--- config.mk ---
export PLATFORM = sky130hd
export DESIGN_NAME = zd_instr_receiver
export DESIGN_NICKNAME = d
export VERILOG_FILES = /design/src/rtl/zd_pkg.sv /design/src/rtl/zd_instr_decode.sv /design/src/rtl/zd_instr_receiver.sv
export SDC_FILE = /design/constraint.sdc
export NUM_CORES = 1
export LEC_CHECK = 0
export CORE_ASPECT_RATIO = 0.75
export CORE_MARGIN = 10
export CORE_UTILIZATION = 40
export DETAILED_ROUTE_END_ITERATION = 8
export GPL_TIMING_DRIVEN = 0
export PLACE_DENSITY = 0.75
export SLEW_MARGIN = 20
export SYNTH_ARGS = -nofsm -noshare
export SYNTH_HDL_FRONTEND = slang
export SYNTH_SLANG_ARGS = --single-unit
--- constraint.sdc ---
create_clock -name clk_clk -period 3.53 [get_ports clk_clk]
set_input_delay 0.353 -clock clk_clk [delete_from_list [all_inputs] [get_ports clk_clk]]
set_output_delay 0.353 -clock clk_clk [all_outputs]
set_load 0.05 [all_outputs]
--- src/rtl/zd_pkg.sv ---
// Shared constants for the HPS instruction receiver: opcodes, instruction field
// positions, error codes and the receiver FSM state encoding.
package zd_pkg;

  localparam logic [2:0] OP_NOP      = 3'd0;
  localparam logic [2:0] OP_WR_PIX   = 3'd1;
  localparam logic [2:0] OP_ZIN_NN   = 3'd2;
  localparam logic [2:0] OP_ZIN_REP  = 3'd3;
  localparam logic [2:0] OP_ZOUT_DEC = 3'd4;
  localparam logic [2:0] OP_ZOUT_AVG = 3'd5;
  localparam logic [2:0] OP_RST_VIEW = 3'd6;
  localparam logic [2:0] OP_ILLEGAL  = 3'd7;

  localparam int OP_LSB     = 0;
  localparam int OP_MSB     = 2;
  localparam int FACTOR_LSB = 3;
  localparam int FACTOR_MSB = 4;
  localparam int ADDR_LSB   = 5;
  localparam int DATA_LSB   = 22;
  localparam int DATA_MSB   = 29;

  localparam logic [1:0] ERR_NONE     = 2'd0;
  localparam logic [1:0] ERR_BAD_OP   = 2'd1;
  localparam logic [1:0] ERR_BAD_OPND = 2'd2;
  localparam logic [1:0] ERR_TIMEOUT  = 2'd3;

  localparam logic [1:0] FACTOR_BAD = 2'd3;

  typedef enum logic [2:0] {
    ST_IDLE  = 3'd0,
    ST_ISSUE = 3'd1,
    ST_WAIT  = 3'd2,
    ST_DONE  = 3'd3,
    ST_ERR   = 3'd4
  } zd_state_e;

endpackage

--- src/rtl/zd_instr_decode.sv ---
// Combinational split of the 32-bit instruction word into command fields plus
// the legality check that picks the error code for a rejected instruction.
module zd_instr_decode
  import zd_pkg::*;
#(
  parameter int IMG_W  = 320,
  parameter int IMG_H  = 240,
  parameter int ADDR_W = 17
) (
  input  logic [31:0]       instr_i,
  output logic [2:0]        op_o,
  output logic [1:0]        factor_o,
  output logic [ADDR_W-1:0] addr_o,
  output logic [7:0]        data_o,
  output logic              ok_o,
  output logic [1:0]        err_code_o
);

  localparam logic [31:0] PIX_COUNT = 32'(IMG_W * IMG_H);

  logic [1:0] w_unused_bits;

  assign op_o          = instr_i[OP_MSB:OP_LSB];
  assign factor_o      = instr_i[FACTOR_MSB:FACTOR_LSB];
  assign addr_o        = instr_i[ADDR_LSB +: ADDR_W];
  assign data_o        = instr_i[DATA_MSB:DATA_LSB];
  assign w_unused_bits = instr_i[31:30];

  always_comb begin
    ok_o       = 1'b1;
    err_code_o = ERR_NONE;
    case (op_o)
      OP_ILLEGAL: begin
        ok_o       = 1'b0;
        err_code_o = ERR_BAD_OP;
      end
      OP_ZIN_NN, OP_ZIN_REP, OP_ZOUT_DEC, OP_ZOUT_AVG: begin
        if (factor_o == FACTOR_BAD) begin
          ok_o       = 1'b0;
          err_code_o = ERR_BAD_OPND;
        end
      end
      OP_WR_PIX: begin
        if (32'(addr_o) >= PIX_COUNT) begin
          ok_o       = 1'b0;
          err_code_o = ERR_BAD_OPND;
        end
      end
      OP_NOP, OP_RST_VIEW: ;
      default: ;
    endcase
  end

endmodule

--- src/rtl/zd_instr_receiver.sv ---
// HPS instruction PIO responder: enable edge detect, command issue to the zoom
// engine and the 4-phase done/err handshake. Define ZD_RX_TIMEOUT_EN for the watchdog.
module zd_instr_receiver
  import zd_pkg::*;
#(
  parameter int          IMG_W          = 320,
  parameter int          IMG_H          = 240,
  parameter int          ADDR_W         = 17,
  parameter int unsigned TIMEOUT_CYCLES = 1000000
) (
  input  logic              clk_clk,
  input  logic              reset_reset_n,
  input  logic [31:0]       instr_i,
  input  logic              instr_en_i,
  output logic              cmd_valid_o,
  input  logic              cmd_ready_i,
  output logic [2:0]        cmd_op_o,
  output logic [1:0]        cmd_factor_o,
  output logic [ADDR_W-1:0] cmd_addr_o,
  output logic [7:0]        cmd_data_o,
  input  logic              eng_done_i,
  output logic              stat_busy_o,
  output logic              stat_done_o,
  output logic              stat_err_o,
  output logic [1:0]        stat_code_o
);

  zd_state_e         r_state;
  logic              r_en_q;
  logic              r_cmd_valid;
  logic [2:0]        r_cmd_op;
  logic [1:0]        r_cmd_factor;
  logic [ADDR_W-1:0] r_cmd_addr;
  logic [7:0]        r_cmd_data;
  logic              r_stat_busy;
  logic              r_stat_done;
  logic              r_stat_err;
  logic [1:0]        r_stat_code;

  logic              w_rise;
  logic              w_wd_expire;
  logic [2:0]        w_op;
  logic [1:0]        w_factor;
  logic [ADDR_W-1:0] w_addr;
  logic [7:0]        w_data;
  logic              w_ok;
  logic [1:0]        w_err_code;

  zd_instr_decode #(
    .IMG_W  (IMG_W),
    .IMG_H  (IMG_H),
    .ADDR_W (ADDR_W)
  ) u_decode (
    .instr_i    (instr_i),
    .op_o       (w_op),
    .factor_o   (w_factor),
    .addr_o     (w_addr),
    .data_o     (w_data),
    .ok_o       (w_ok),
    .err_code_o (w_err_code)
  );

  assign w_rise = instr_en_i & ~r_en_q;

`ifdef ZD_RX_TIMEOUT_EN
  logic [31:0] r_wd_cnt;

  assign w_wd_expire = (r_wd_cnt == 32'(TIMEOUT_CYCLES - 1));

  // Held at zero in IDLE so the count starts fresh on every entry to ISSUE.
  always_ff @(posedge clk_clk or negedge reset_reset_n) begin
    if (!reset_reset_n) begin
      r_wd_cnt <= '0;
    end else if (r_state == ST_IDLE) begin
      r_wd_cnt <= '0;
    end else if (r_state == ST_ISSUE || r_state == ST_WAIT) begin
      r_wd_cnt <= r_wd_cnt + 32'd1;
    end
  end
`else
  logic w_unused_timeout;

  assign w_wd_expire      = 1'b0;
  assign w_unused_timeout = (TIMEOUT_CYCLES == 0);
`endif

  always_ff @(posedge clk_clk or negedge reset_reset_n) begin
    if (!reset_reset_n) begin
      r_state      <= ST_IDLE;
      r_en_q       <= 1'b0;
      r_cmd_valid  <= 1'b0;
      r_cmd_op     <= '0;
      r_cmd_factor <= '0;
      r_cmd_addr   <= '0;
      r_cmd_data   <= '0;
      r_stat_busy  <= 1'b0;
      r_stat_done  <= 1'b0;
      r_stat_err   <= 1'b0;
      r_stat_code  <= ERR_NONE;
    end else begin
      r_en_q <= instr_en_i;
      case (r_state)
        ST_IDLE: begin
          if (w_rise) begin
            r_cmd_op     <= w_op;
            r_cmd_factor <= w_factor;
            r_cmd_addr   <= w_addr;
            r_cmd_data   <= w_data;
            if (!w_ok) begin
              r_state     <= ST_ERR;
              r_stat_err  <= 1'b1;
              r_stat_code <= w_err_code;
            end else if (w_op == OP_NOP) begin
              r_state     <= ST_DONE;
              r_stat_done <= 1'b1;
            end else begin
              r_state     <= ST_ISSUE;
              r_cmd_valid <= 1'b1;
              r_stat_busy <= 1'b1;
            end
          end
        end
        ST_ISSUE, ST_WAIT: begin
          if (w_wd_expire) begin
            r_state     <= ST_ERR;
            r_cmd_valid <= 1'b0;
            r_stat_busy <= 1'b0;
            r_stat_err  <= 1'b1;
            r_stat_code <= ERR_TIMEOUT;
          end else if (r_state == ST_ISSUE && cmd_ready_i) begin
            r_state     <= ST_WAIT;
            r_cmd_valid <= 1'b0;
          end else if (r_state == ST_WAIT && eng_done_i) begin
            r_state     <= ST_DONE;
            r_stat_busy <= 1'b0;
            r_stat_done <= 1'b1;
          end
        end
        ST_DONE: begin
          if (!instr_en_i) begin
            r_state     <= ST_IDLE;
            r_stat_done <= 1'b0;
          end
        end
        ST_ERR: begin
          if (!instr_en_i) begin
            r_state     <= ST_IDLE;
            r_stat_err  <= 1'b0;
            r_stat_code <= ERR_NONE;
          end
        end
        default: r_state <= ST_IDLE;
      endcase
    end
  end

  assign cmd_valid_o  = r_cmd_valid;
  assign cmd_op_o     = r_cmd_op;
  assign cmd_factor_o = r_cmd_factor;
  assign cmd_addr_o   = r_cmd_addr;
  assign cmd_data_o   = r_cmd_data;
  assign stat_busy_o  = r_stat_busy;
  assign stat_done_o  = r_stat_done;
  assign stat_err_o   = r_stat_err;
  assign stat_code_o  = r_stat_code;

endmodule
==> out/results.txt <==
Outcome: finished clean
Endpoint class of the critical path: register
Root buf cell: clkbuf_8
Post-synth net total: 167
Hold Vio Cnt, Final: 0
Synth Register Bits: 40
Tcrit/Tclk final: 58.9%
Worst Clk Skew: 7.62 ps
Drt total wl: 4580 um
Io pins: 73
Reg2reg setup slack: 1650 ps
RSZ-0062 raised after global routing: no
Crit path required time: 3710 ps
CTS Buffer Depth: 2
Synth Area in Adders: 0%
Buf+Inv Stages, Crit Path: 3
Final WS setup: 1450 ps
Pre-Repair DR Iteration Count: 4
Final hold slack: 489 ps
Clk Latency, worst-skew pair: 290 ps
Sw frac: 46.1%
Core Area: 0.00441 mm2
Synth cell types: 31
Mux cell area share after synthesis: 25.5%
Die Y: 78.3 um
Gates resized, CTS repair: 0
DIE WIDTH: 97.8 um
Vias/cell: 4.95
Syn avg cell area: 14.0 um2
Port Buffers: 70
Syn Inst Count: 130
Reg2reg path depth: 6
Largest family of logic cells by synthesized area: multiplexers
Synth Area in XOR/XNOR: 0.965%
Place WS: 1150 ps
Ys Warns: 0
Synth Area in Simple Gates: 6.06%
Most frequent cells in the layout: 69 x clkdlybuf4s50_1, 40 x dfrtp_1, 28 x mux2_4, 9 x nor2_1, 7 x a21oi_1
Vias in the first global route: 1410
Gr usage total: 12.6%
Grt ovf: 0
Post-Syn Area: 0.00182 mm2
GP Congestion: 0.791
Critical-path top delay cell: clkdlybuf4s50_1
Peak supply drop: 617 uV
Crit-path max cell delay: 560 ps
Starting Density: 41.1%
Slew HR: 59.9%
CP cell instances: clkdlybuf4s50_1, nand2b_1, or2_1, or3_1, buf_6, buf_6, mux2_4
Sequential share of power: 27.9%
Power Total: 2840 uW
Psw: 1310 uW
Ant diodes: 0
Die area: 0.00766 mm2
Final ANT Viol Nets: 0
Layout cells sized above 1: 21.0%
TNS Setup: 0 ps
Reg-to-reg critical path endpoint: cmd_addr_o[6]
Worst min path class: in2async
CTS tree: yes
Initial DRC count: 23
Power Density: 1050 mW/mm2
Max Freq: 481 MHz
Antenna violations before repair: 0
Worst-path maximum fanout: 10
Final setup fails: 0
CTS H-tree depth: 2
NumNets Final: 246
Clock power frac: 11.0%
WS Path Type: in2reg
CP top delay family: buffers and inverters
FP Rows: 21
Critical Path Start Type: primary input
Post-CTS Hold Buffers: 1
Synth Area in Compound Gates: 8.82%
Most common cell after layout, fill and taps aside: clkdlybuf4s50_1
Sink Count: 40
Fin. max-slew vios: 0
DRC viols: 0
Routed WL per cell: 17.1 um
Total number of vias: 1321
Post-CTS setup buffers: 0
Min cycle time layout: 2080 ps
Detailed Place HPWL: 3560 um
Post-synthesis sequential area ratio: 55.1%
Syn-to-layout area delta: 49.0%
Clk pin slew, worst setup/hold paths: 80 ps
Cts bufs inserted: 5
Pint: 1530 uW
Worst slew pin tran: 586 ps
First-pass GRT wire length: 7800 um
Largest net degree at the start of global routing: 30
Leak Pwr: 0.00124 uW
Comb pwr share: 61.1%
Reg2Reg Launch Point: r_en_q
Worst EP arrival: 2260 ps
CP most frequent cell: buf_6
Max cap viols: 0
-- worst max-delay path by stage --
stage / to / startpoint / depth (start not counted)
after floorplan: cmd_addr_o[0] / r_en_q / 6
after global placement: cmd_data_o[2] / reset_reset_n / 1
after detailed placement: cmd_addr_o[2] / instr_en_i / 7
after CTS: cmd_addr_o[14] / instr_en_i / 7
after global routing: stat_busy_o / instr_i[2] / 6
final: cmd_addr_o[6] / instr_en_i / 7
-- cells by family after synthesis --
| logic type | Yosys count |
|---|---|
| mux | 32 |
| xor+xnor | 2 |
| flops | 40 |
| simple gates | 23 |
| compound gates | 24 |
| buf+inv | 9 |
-- Yosys cell counts --
master | number | area share (%)
xnor2_1 | 1 | 0.48
a2111oi_0 | 1 | 0.48
inv_1 | 2 | 0.41
mux2_4 | 28 | 23
o21bai_1 | 1 | 0.41
a22oi_1 | 1 | 0.41
a21o_1 | 1 | 0.41
a21boi_0 | 2 | 0.83
and2_1 | 1 | 0.34
o21ai_0 | 3 | 0.83
buf_6 | 4 | 2.5
a31oi_1 | 1 | 0.34
nand2b_1 | 3 | 1.0
mux2i_1 | 2 | 1.1
xor2_1 | 1 | 0.48
or3_1 | 2 | 0.69
a32o_1 | 1 | 0.55
mux2_2 | 2 | 1.2
nor2_1 | 9 | 1.9
nor3_1 | 2 | 0.55
nand2_1 | 3 | 0.62
or2_1 | 1 | 0.34
nor2b_1 | 1 | 0.34
o22a_1 | 2 | 0.97
o2bb2ai_1 | 1 | 0.48
a211oi_1 | 2 | 0.83
dfrtp_1 | 40 | 55
clkbuf_1 | 3 | 0.62
a21oi_1 | 7 | 1.9
o22ai_1 | 1 | 0.34
nand3_1 | 1 | 0.28
-- registers in the layout, summed over array words and instances, names as in the netlist --
register,count
cmd_addr_o,17
cmd_data_o,8
cmd_op_o,3
stat_done_o,1
r_en_q,1
stat_code_o,2
stat_err_o,1
r_state,3
cmd_valid_o,1
stat_busy_o,1
cmd_factor_o,2
-- power by group through the flow --
stage	registers (uW)	clock network, uW	logic [uW]
after CTS	795	326	1760
after global routing	829	348	1820
after global placement	792	0	1730
after detailed placement	801	0	1750
final	793	313	1740
after floorplan	1510	0	471
-- area by class of cell --
type	instances	area, um2
sequential	40	1000
inverter	2	7.51
multi-input combinational	81	751
timing repair buffer	72	726
clock inverter	2	10.0
fill	360	1710
clock buffer	6	82.6
buffer	7	56.3
tap	57	71.3
-- layer usage --
| layer | GRT usage, % | wire [um] | vias to the layer above |
|---|---|---|---|
| met5 | 0 | 0 | - |
| met4 | 5.65 | 87 | 0 |
| met3 | 4.46 | 350 | 8 |
| met2 | 19.7 | 2130 | 48 |
| met1 | 15.3 | 2010 | 641 |
| li1 | - | - | 624 |
-- per-stage QoR --
stage | cell area (um2) | instances | utilization [%]
detailed placement | 2600 | 258 | 59.0
global route | 2710 | 267 | 61.3
floorplan | 1820 | 130 | -
finish | 2710 | 267 | 61.3
CTS | 2710 | 267 | 61.3
global placement | 2590 | 257 | 58.6
Note: power is estimated with default switching activity, not from simulation.
